**src/rtl/flash_mirror_sequencer_if.sv**
```systemverilog
// Host request/response and SPI pin bundle for the mirrored flash sequencer.
// The slave side is the sequencer itself. The master side is the host plus the flash pins it faces.
interface flash_mirror_sequencer_if #(
  parameter int ADDR_W = 24
);
  logic              req_valid;
  logic              req_ready;
  logic              req_write;
  logic [ADDR_W-1:0] req_addr;
  logic [7:0]        req_wdata;
  logic [1:0]        disk_fail;
  logic              rsp_valid;
  logic [7:0]        rsp_rdata;
  logic              rsp_err;
  logic              busy;
  logic              spi_sck;
  logic              spi_mosi;
  logic [1:0]        spi_cs_n;
  logic [1:0]        spi_miso;

  modport slave (
    input  req_valid, req_write, req_addr, req_wdata, disk_fail, spi_miso,
    output req_ready, rsp_valid, rsp_rdata, rsp_err, busy, spi_sck, spi_mosi, spi_cs_n
  );

  modport master (
    output req_valid, req_write, req_addr, req_wdata, disk_fail, spi_miso,
    input  req_ready, rsp_valid, rsp_rdata, rsp_err, busy, spi_sck, spi_mosi, spi_cs_n
  );
endinterface

```
**src/rtl/flash_mirror_sequencer.sv**
```systemverilog
// SPI NOR command sequencer for a RAID-1 pair of flash chips.
// Writes fan out to every healthy chip (WREN, PAGE PROGRAM, RDSR polling).
// Reads come from chip 0, or from chip 1 when chip 0 is marked failed.
module flash_mirror_sequencer #(
  parameter int ADDR_W   = 24,
  parameter int CS_GAP   = 2,
  parameter int POLL_MAX = 1023
) (
  input logic                    clk,
  input logic                    rst_n,
  flash_mirror_sequencer_if.slave bus
);

  localparam int TW = ADDR_W + 16;
  localparam int CW = $clog2(2 * TW);
  localparam int GW = $clog2(CS_GAP + 1);
  localparam int PW = $clog2(POLL_MAX + 1);

  localparam logic [TW-1:0] FRAME_WREN = {8'h06, {(TW-8){1'b0}}};
  localparam logic [TW-1:0] FRAME_RDSR = {8'h05, {(TW-8){1'b0}}};

  typedef enum logic [2:0] {
    IDLE,
    WREN,
    PROG,
    POLL,
    READ,
    RESP
  } state_t;

  state_t state, state_next;

  logic [CW-1:0]     cnt;
  logic              gap;
  logic [GW-1:0]     gap_cnt;
  logic [PW-1:0]     poll_cnt;
  logic [TW-1:0]     tx;
  logic [7:0]        rx0;
  logic [7:0]        rx1;
  logic [ADDR_W-1:0] addr_q;
  logic [7:0]        wdata_q;
  logic [1:0]        fail_q;
  logic [7:0]        rdata_q;
  logic              err_q;

  logic              frame_active;
  logic              frame_last;
  logic              gap_done;
  logic              wip_any;
  logic              last_poll;
  logic [CW-1:0]     last_cnt;
  logic [1:0]        healthy;
  logic [1:0]        cs_targets;

  assign healthy      = ~fail_q;
  assign frame_active = !gap && (state == WREN || state == PROG || state == POLL || state == READ);
  assign frame_last   = frame_active && (cnt == last_cnt);
  assign gap_done     = gap && (gap_cnt == GW'(CS_GAP - 1));
  assign wip_any      = |(healthy & bus.spi_miso);
  assign last_poll    = (poll_cnt == PW'(POLL_MAX - 1));
  assign cs_targets   = (state == READ) ? (fail_q[0] ? 2'b01 : 2'b10) : fail_q;

  // Next-state selection and pin decode; every output is a function of registered state only.
  always_comb begin
    state_next       = state;
    last_cnt         = CW'(2 * TW - 1);
    bus.req_ready    = (state == IDLE);
    bus.busy         = (state != IDLE);
    bus.rsp_valid    = (state == RESP);
    bus.rsp_err      = (state == RESP) && err_q;
    bus.rsp_rdata    = rdata_q;
    bus.spi_cs_n     = frame_active ? cs_targets : 2'b11;
    bus.spi_sck      = frame_active && cnt[0];
    bus.spi_mosi     = frame_active && tx[TW-1];

    case (state)
      WREN:    last_cnt = CW'(15);
      POLL:    last_cnt = CW'(31);
      default: last_cnt = CW'(2 * TW - 1);
    endcase

    case (state)
      IDLE: begin
        if (bus.req_valid) begin
          if (&bus.disk_fail)     state_next = RESP;
          else if (bus.req_write) state_next = WREN;
          else                    state_next = READ;
        end
      end
      WREN: if (frame_last) state_next = PROG;
      PROG: if (frame_last) state_next = POLL;
      POLL: begin
        if (frame_last) begin
          if (wip_any && !last_poll) state_next = POLL;
          else                       state_next = RESP;
        end
      end
      READ:    if (frame_last) state_next = RESP;
      RESP:    state_next = IDLE;
      default: state_next = IDLE;
    endcase
  end

  // State register; reset abandons any frame in flight.
  always_ff @(posedge clk) begin
    if (!rst_n) state <= IDLE;
    else        state <= state_next;
  end

  // Frame datapath: bit/gap counters, shift registers, latched request and response registers.
  always_ff @(posedge clk) begin
    if (!rst_n) begin
      cnt      <= '0;
      gap      <= 1'b0;
      gap_cnt  <= '0;
      poll_cnt <= '0;
      tx       <= '0;
      rx0      <= '0;
      rx1      <= '0;
      addr_q   <= '0;
      wdata_q  <= '0;
      fail_q   <= '0;
      rdata_q  <= '0;
      err_q    <= 1'b0;
    end else if (state == IDLE) begin
      if (bus.req_valid) begin
        addr_q   <= bus.req_addr;
        wdata_q  <= bus.req_wdata;
        fail_q   <= bus.disk_fail;
        cnt      <= '0;
        gap      <= 1'b0;
        gap_cnt  <= '0;
        poll_cnt <= '0;
        err_q    <= &bus.disk_fail;
        tx       <= bus.req_write ? FRAME_WREN : {8'h03, bus.req_addr, 8'h00};
      end
    end else if (frame_active) begin
      cnt <= cnt + 1'b1;
      if (cnt[0]) begin
        tx  <= tx << 1;
        rx0 <= {rx0[6:0], bus.spi_miso[0]};
        rx1 <= {rx1[6:0], bus.spi_miso[1]};
      end
      if (frame_last) begin
        cnt     <= '0;
        gap     <= (state_next != RESP);
        gap_cnt <= '0;
        case (state)
          WREN: tx <= {8'h02, addr_q, wdata_q};
          PROG: tx <= FRAME_RDSR;
          POLL: begin
            tx       <= FRAME_RDSR;
            poll_cnt <= poll_cnt + 1'b1;
            err_q    <= wip_any && last_poll;
          end
          READ: rdata_q <= fail_q[0] ? {rx1[6:0], bus.spi_miso[1]} : {rx0[6:0], bus.spi_miso[0]};
          default: ;
        endcase
      end
    end else if (gap) begin
      gap_cnt <= gap_cnt + 1'b1;
      if (gap_done) gap <= 1'b0;
    end
  end

endmodule

```
**src/flat_wrapper.sv**
```systemverilog
// flat-port wrapper written by rule: the top's interface ports become plain ports
module flash_mirror_sequencer_flat 
#(
  parameter int ADDR_W   = 24,
  parameter int CS_GAP   = 2,
  parameter int POLL_MAX = 1023
)
  (clk, rst_n, bus_req_valid, bus_req_write, bus_req_addr, bus_req_wdata, bus_disk_fail, bus_spi_miso, bus_req_ready, bus_rsp_valid, bus_rsp_rdata, bus_rsp_err, bus_busy, bus_spi_sck, bus_spi_mosi, bus_spi_cs_n);
  flash_mirror_sequencer_if #(.ADDR_W(ADDR_W)) bus_i ();
  input logic clk;
  input logic rst_n;
  input wire logic [$bits(bus_i.req_valid)-1:0] bus_req_valid;
  input wire logic [$bits(bus_i.req_write)-1:0] bus_req_write;
  input wire logic [$bits(bus_i.req_addr)-1:0] bus_req_addr;
  input wire logic [$bits(bus_i.req_wdata)-1:0] bus_req_wdata;
  input wire logic [$bits(bus_i.disk_fail)-1:0] bus_disk_fail;
  input wire logic [$bits(bus_i.spi_miso)-1:0] bus_spi_miso;
  output wire logic [$bits(bus_i.req_ready)-1:0] bus_req_ready;
  output wire logic [$bits(bus_i.rsp_valid)-1:0] bus_rsp_valid;
  output wire logic [$bits(bus_i.rsp_rdata)-1:0] bus_rsp_rdata;
  output wire logic [$bits(bus_i.rsp_err)-1:0] bus_rsp_err;
  output wire logic [$bits(bus_i.busy)-1:0] bus_busy;
  output wire logic [$bits(bus_i.spi_sck)-1:0] bus_spi_sck;
  output wire logic [$bits(bus_i.spi_mosi)-1:0] bus_spi_mosi;
  output wire logic [$bits(bus_i.spi_cs_n)-1:0] bus_spi_cs_n;
  assign bus_i.req_valid = bus_req_valid;
  assign bus_i.req_write = bus_req_write;
  assign bus_i.req_addr = bus_req_addr;
  assign bus_i.req_wdata = bus_req_wdata;
  assign bus_i.disk_fail = bus_disk_fail;
  assign bus_i.spi_miso = bus_spi_miso;
  assign bus_req_ready = bus_i.req_ready;
  assign bus_rsp_valid = bus_i.rsp_valid;
  assign bus_rsp_rdata = bus_i.rsp_rdata;
  assign bus_rsp_err = bus_i.rsp_err;
  assign bus_busy = bus_i.busy;
  assign bus_spi_sck = bus_i.spi_sck;
  assign bus_spi_mosi = bus_i.spi_mosi;
  assign bus_spi_cs_n = bus_i.spi_cs_n;
  flash_mirror_sequencer #(.ADDR_W(ADDR_W), .CS_GAP(CS_GAP), .POLL_MAX(POLL_MAX)) u_core (.clk(clk), .rst_n(rst_n), .bus(bus_i));
endmodule
```
**config.mk**
```make
export PLATFORM = sky130hd
export DESIGN_NAME = flash_mirror_sequencer_flat
export DESIGN_NICKNAME = d
export VERILOG_FILES = /design/src/rtl/flash_mirror_sequencer_if.sv /design/src/rtl/flash_mirror_sequencer.sv /design/src/flat_wrapper.sv
export SDC_FILE = /design/constraint.sdc
export NUM_CORES = 1
export LEC_CHECK = 0
export BUFFER_PORTS_ARGS = -buffer_cell sky130_fd_sc_hd__buf_4
export CORE_MARGIN = 1
export CORE_UTILIZATION = 38
export DETAILED_ROUTE_END_ITERATION = 8
export SKIP_LAST_GASP = 1
export SLEW_MARGIN = 5
export SYNTH_ARGS = -nofsm -noshare
export SYNTH_HDL_FRONTEND = slang
export SYNTH_SLANG_ARGS = --single-unit
```
**constraint.sdc**
```tcl
create_clock -name clk -period 5 [get_ports clk]
set_input_delay 0.25 -clock clk [delete_from_list [all_inputs] [get_ports clk]]
set_output_delay 0.25 -clock clk [all_outputs]
set_load 0.03 [all_outputs]
```
==> results.py <==
metrics = {
    "cells_and_area": {
        "nets": 814,
        "fin_util": 0.457,
        "fill_cells": 1589,
        "layout-drive-gt1-share": 0.207,
        "n_antenna_cell": 0,
        "syn2layout_area_growth_pct": 17.4,
        "fin_area_um2": 7260,
    },
    "route": {
        "firstDrtPassIters": 4,
        "via_count": 5502,
        "wl_per_cell_um": 15.5,
        "ant_nets": 0,
        "drc": 0,
        "drt-initial-drc-count": 350,
        "viasPerCell": 5.51,
        "wirelength_um": 15500,
    },
    "global_routing": {
        "overflow": 0,
        "grt_pass1_wl_um": 25700,
        "met2_usage": 0.327,
        "grt_max_degree": 69,
        "grtUsageTotal": 0.196,
        "use_met1": 0.242,
        "use_met3": 0.0372,
        "grt-busiest-layer": "met2",
        "grt_pass1_vias": 5262,
        "antenna_found_initial": 0,
    },
    "floorplan": {
        "core_area_um2": 15900,
        "rows": 46,
        "die_y_um": 130,
        "io_pins": 56,
        "initial_core_util": 0.389,
        "die-area_um2": 16800,
        "die_w_um": 130,
    },
    "placed_design": {
        "portBuffers": 55,
        "routabilityCongestion": 0.808,
        "placed_area_um2": 6680,
        "hpwl_um": 9790,
    },
    "hold_path": {
        "hold_path_class": "in -> reg",
        "min_from": "bus_req_wdata[6]",
        "holdPathEnd": "u_core.wdata_q[6]",
        "hold_depth": 3,
    },
    "power_and_ir_drop": {
        "p_clk_frac": 0.430,
        "p_sw_frac": 0.292,
        "power_switching_mw": 0.814,
        "p_leak_nw": 2.63,
        "vdd_drop_max_mv": 0.257,
        "power_density_nw_per_um2": 384,
        "pwr-share-seq": 0.390,
        "comb_power_share": 0.180,
        "p_int_mw": 1.97,
    },
    "yosys": {
        "syn_avg_cell_area_um2": 8.24,
        "synth_area_leaders": "dfxtp_1 (39%), nand2_1 (8.6%), a21oi_1 (7.6%)",
        "ys_ff_latch": 120,
        "synth_edf_count": 0,
        "synth_fp_nets": 794,
        "yosysTopAreaCellShare": 0.389,
        "synth_cell_types": 59,
        "async_flop_share": 0,
        "ys_seq_area_frac": 0.389,
        "syn_area_um2": 6180,
        "netlist_instances": 750,
        "ys.flop_type": "dfxtp_1",
        "synth_top_area_cell": "dfxtp_1",
        "ys_warn_count": 0,
    },
    "clock_tree": {
        "cts_setup_buffers": 0,
        "h-tree-depth": 4,
        "cts_buffers": 17,
        "cts_root_buf": "clkbuf_16",
        "clk_latency_ns": 0.43,
        "clk_pin_slew_ns": 0.06,
        "tritoncts": "done",
        "clockBufferDepth": 2,
        "ctsResizeCount": 0,
        "postCtsHoldBufs": 0,
        "clkSinkCount": 120,
    },
    "critical_path": {
        "timing.rr.start": "u_core.state[2]",
        "path_max_fanout": 21,
        "r2r_slack_ns": 1.59,
        "endpoint_kind": "register",
        "crit_slowest_cell": "dfxtp_1",
        "worstSetupPathType": "reg -> reg",
        "path_delay_family": "simple AND/OR/NAND/NOR gates",
        "cp_num_buf_inv": 1,
        "cp.depth": 6,
        "crit_chain": "nand3b_1, xor2_1, nand4_1, buf_4, a221oi_1, nor3_1",
        "cp_data_required_time_ns": 5.26,
        "max_stage_delay_ns": 0.81,
        "arrival_ns": 3.67,
        "reg2regPathDepth": 6,
        "r2r-end": "u_core.tx[2]",
        "crit_path_start_kind": "register",
    },
    "status": {
        "status": "finished, final reports clean",
    },
    "sta": {
        "tns_ns": 0,
        "final_max_slew_viol_count": 0,
        "worst_pin_slew_ns": 1.03,
        "post-route-period-util": 0.682,
        "hold_violations": 0,
        "finClkSkew_ns": 0.0148,
        "finalSetupViolCount": 0,
        "max_slew_margin": 0.307,
        "fmaxAchievable_ghz": 0.293,
        "rsz0062_at_grt": "no",
        "period_minus_slack_ns": 3.41,
    },
    "flow_run": {
        "cap_violations": 0,
    },
}
how the worst max path moves through the flow:
| stage | start | end | slack, ns |
|---|---|---|---|
| after floorplan | u_core.state[0] | u_core.tx[1] | 3.11 |
| after global placement | u_core.state[2] | u_core.tx[1] | 1.87 |
| after detailed placement | u_core.state[2] | u_core.tx[2] | 1.69 |
| after CTS | u_core.state[2] | u_core.tx[2] | 1.65 |
| after global routing | u_core.state[2] | u_core.tx[1] | 1.35 |
| final | u_core.state[2] | u_core.tx[2] | 1.59 |
kinds of logic (layout without fill, tap and decap cells):
logic type,after synthesis,in the layout,share of synthesized area
and+or+nand+nor,296,296,0.237
AOI/OAI and AO/OA,194,194,0.205
DFF,120,120,0.389
buffers and inverters,72,105,0.0522
muxes,51,51,0.0905
xor gates and xnor gates,13,13,0.0184
adders and majority gates,4,4,0.00810
cells in the mapped netlist, types with 2 or more instances:
cell type,n
o31ai_1,2
xor2_1,3
mux2_2,39
a22oi_1,2
buf_4,7
nor2_1,34
nor4_1,4
a221oi_2,4
nor3_2,6
or2_2,2
nor4b_4,2
ha_1,4
a21oi_1,94
a31oi_1,12
a211oi_1,2
nor2b_1,8
nor3b_1,2
and3_1,4
buf_2,15
inv_2,2
a221oi_1,27
nand3_1,37
nand2_1,141
nand3b_1,6
mux2i_1,12
clkbuf_1,41
nand4_1,2
xnor2_1,10
o21ai_0,13
nor3_1,7
and2_1,2
nand2b_1,28
dfxtp_1,120
o211ai_1,24
inv_1,5
nor4b_1,2
and4_1,3
cell type report:
| type | instances | area (µm²) | share of cell area |
|---|---|---|---|
| timing repair buffer | 66 | 495 | 0.0683 |
| inverter | 7 | 26.3 | 0.00362 |
| multi-input combinational | 558 | 3480 | 0.480 |
| sequential | 120 | 2400 | 0.331 |
| clock buffer | 18 | 429 | 0.0591 |
| clock inverter | 14 | 149 | 0.0205 |
| tap | 216 | 270 | 0.0372 |
registers in the layout (all words and copies together) (netlist names):
name	flops
u_core.tx	40
u_core.addr_q	24
u_core.poll_cnt	10
u_core.bus.rsp_rdata	8
u_core.wdata_q	8
u_core.cnt	7
u_core.rx0	7
u_core.rx1	7
u_core.state	3
u_core.fail_q	2
u_core.gap_cnt	2
u_core.err_q	1
u_core.gap	1
metal layers:
layer | vias to the layer above | part of all wire | routed length (µm)
li1 | 2712 | - | -
met1 | 2645 | 0.45 | 6980
met2 | 119 | 0.49 | 7610
met3 | 26 | 0.037 | 578
met4 | 0 | 0.020 | 311
met5 | - | 0 | 0
stage by stage:
step                      setup WS (ns)  std cells  hold WS, ns  power [mW]
final                              1.59        999       0.0722        2.78
after global routing               1.35        999       0.0654        2.92
after CTS                          1.65        999       0.0643        2.81
after detailed placement           1.69        967        0.449        1.61
after global placement             1.87        967        0.443        1.59
after floorplan                    3.11        750        0.386        1.47
layout by cell type, fill, tap and decap left out, types with 4 or more instances in the layout:
cell and instances:
nor2_1 34, dfxtp_1 120, clkinvlp_4 4, buf_4 66, ha_1 4, a21oi_1 94, nand2_1 141, nand3_1 37
o21ai_0 13, and3_1 4, nor4_1 4, nor3_1 7, a221oi_1 27, xnor2_1 10, a31oi_1 12, a221oi_2 4
o211ai_1 24, nand2b_1 28, clkbuf_16 17, nor3_2 5, nor2b_1 8, mux2i_1 12, inv_1 5, mux2_2 39
nand3b_1 6
power groups by stage:
| stage | Combinational, mW | Clock [mW] | Sequential, mW |
|---|---|---|---|
| finish | 0.502 | 1.20 | 1.08 |
| global route | 0.555 | 1.27 | 1.09 |
| CTS | 0.504 | 1.22 | 1.08 |
| detailed placement | 0.503 | 0 | 1.10 |
| global placement | 0.494 | 0 | 1.10 |
| floorplan | 0.388 | 0 | 1.08 |
tightest hold or removal path: stages:
cell,delay [ns]
buf_4,0.11
nand2_1,0.04
a21oi_1,0.05
Power figures use the tool's default switching activity.
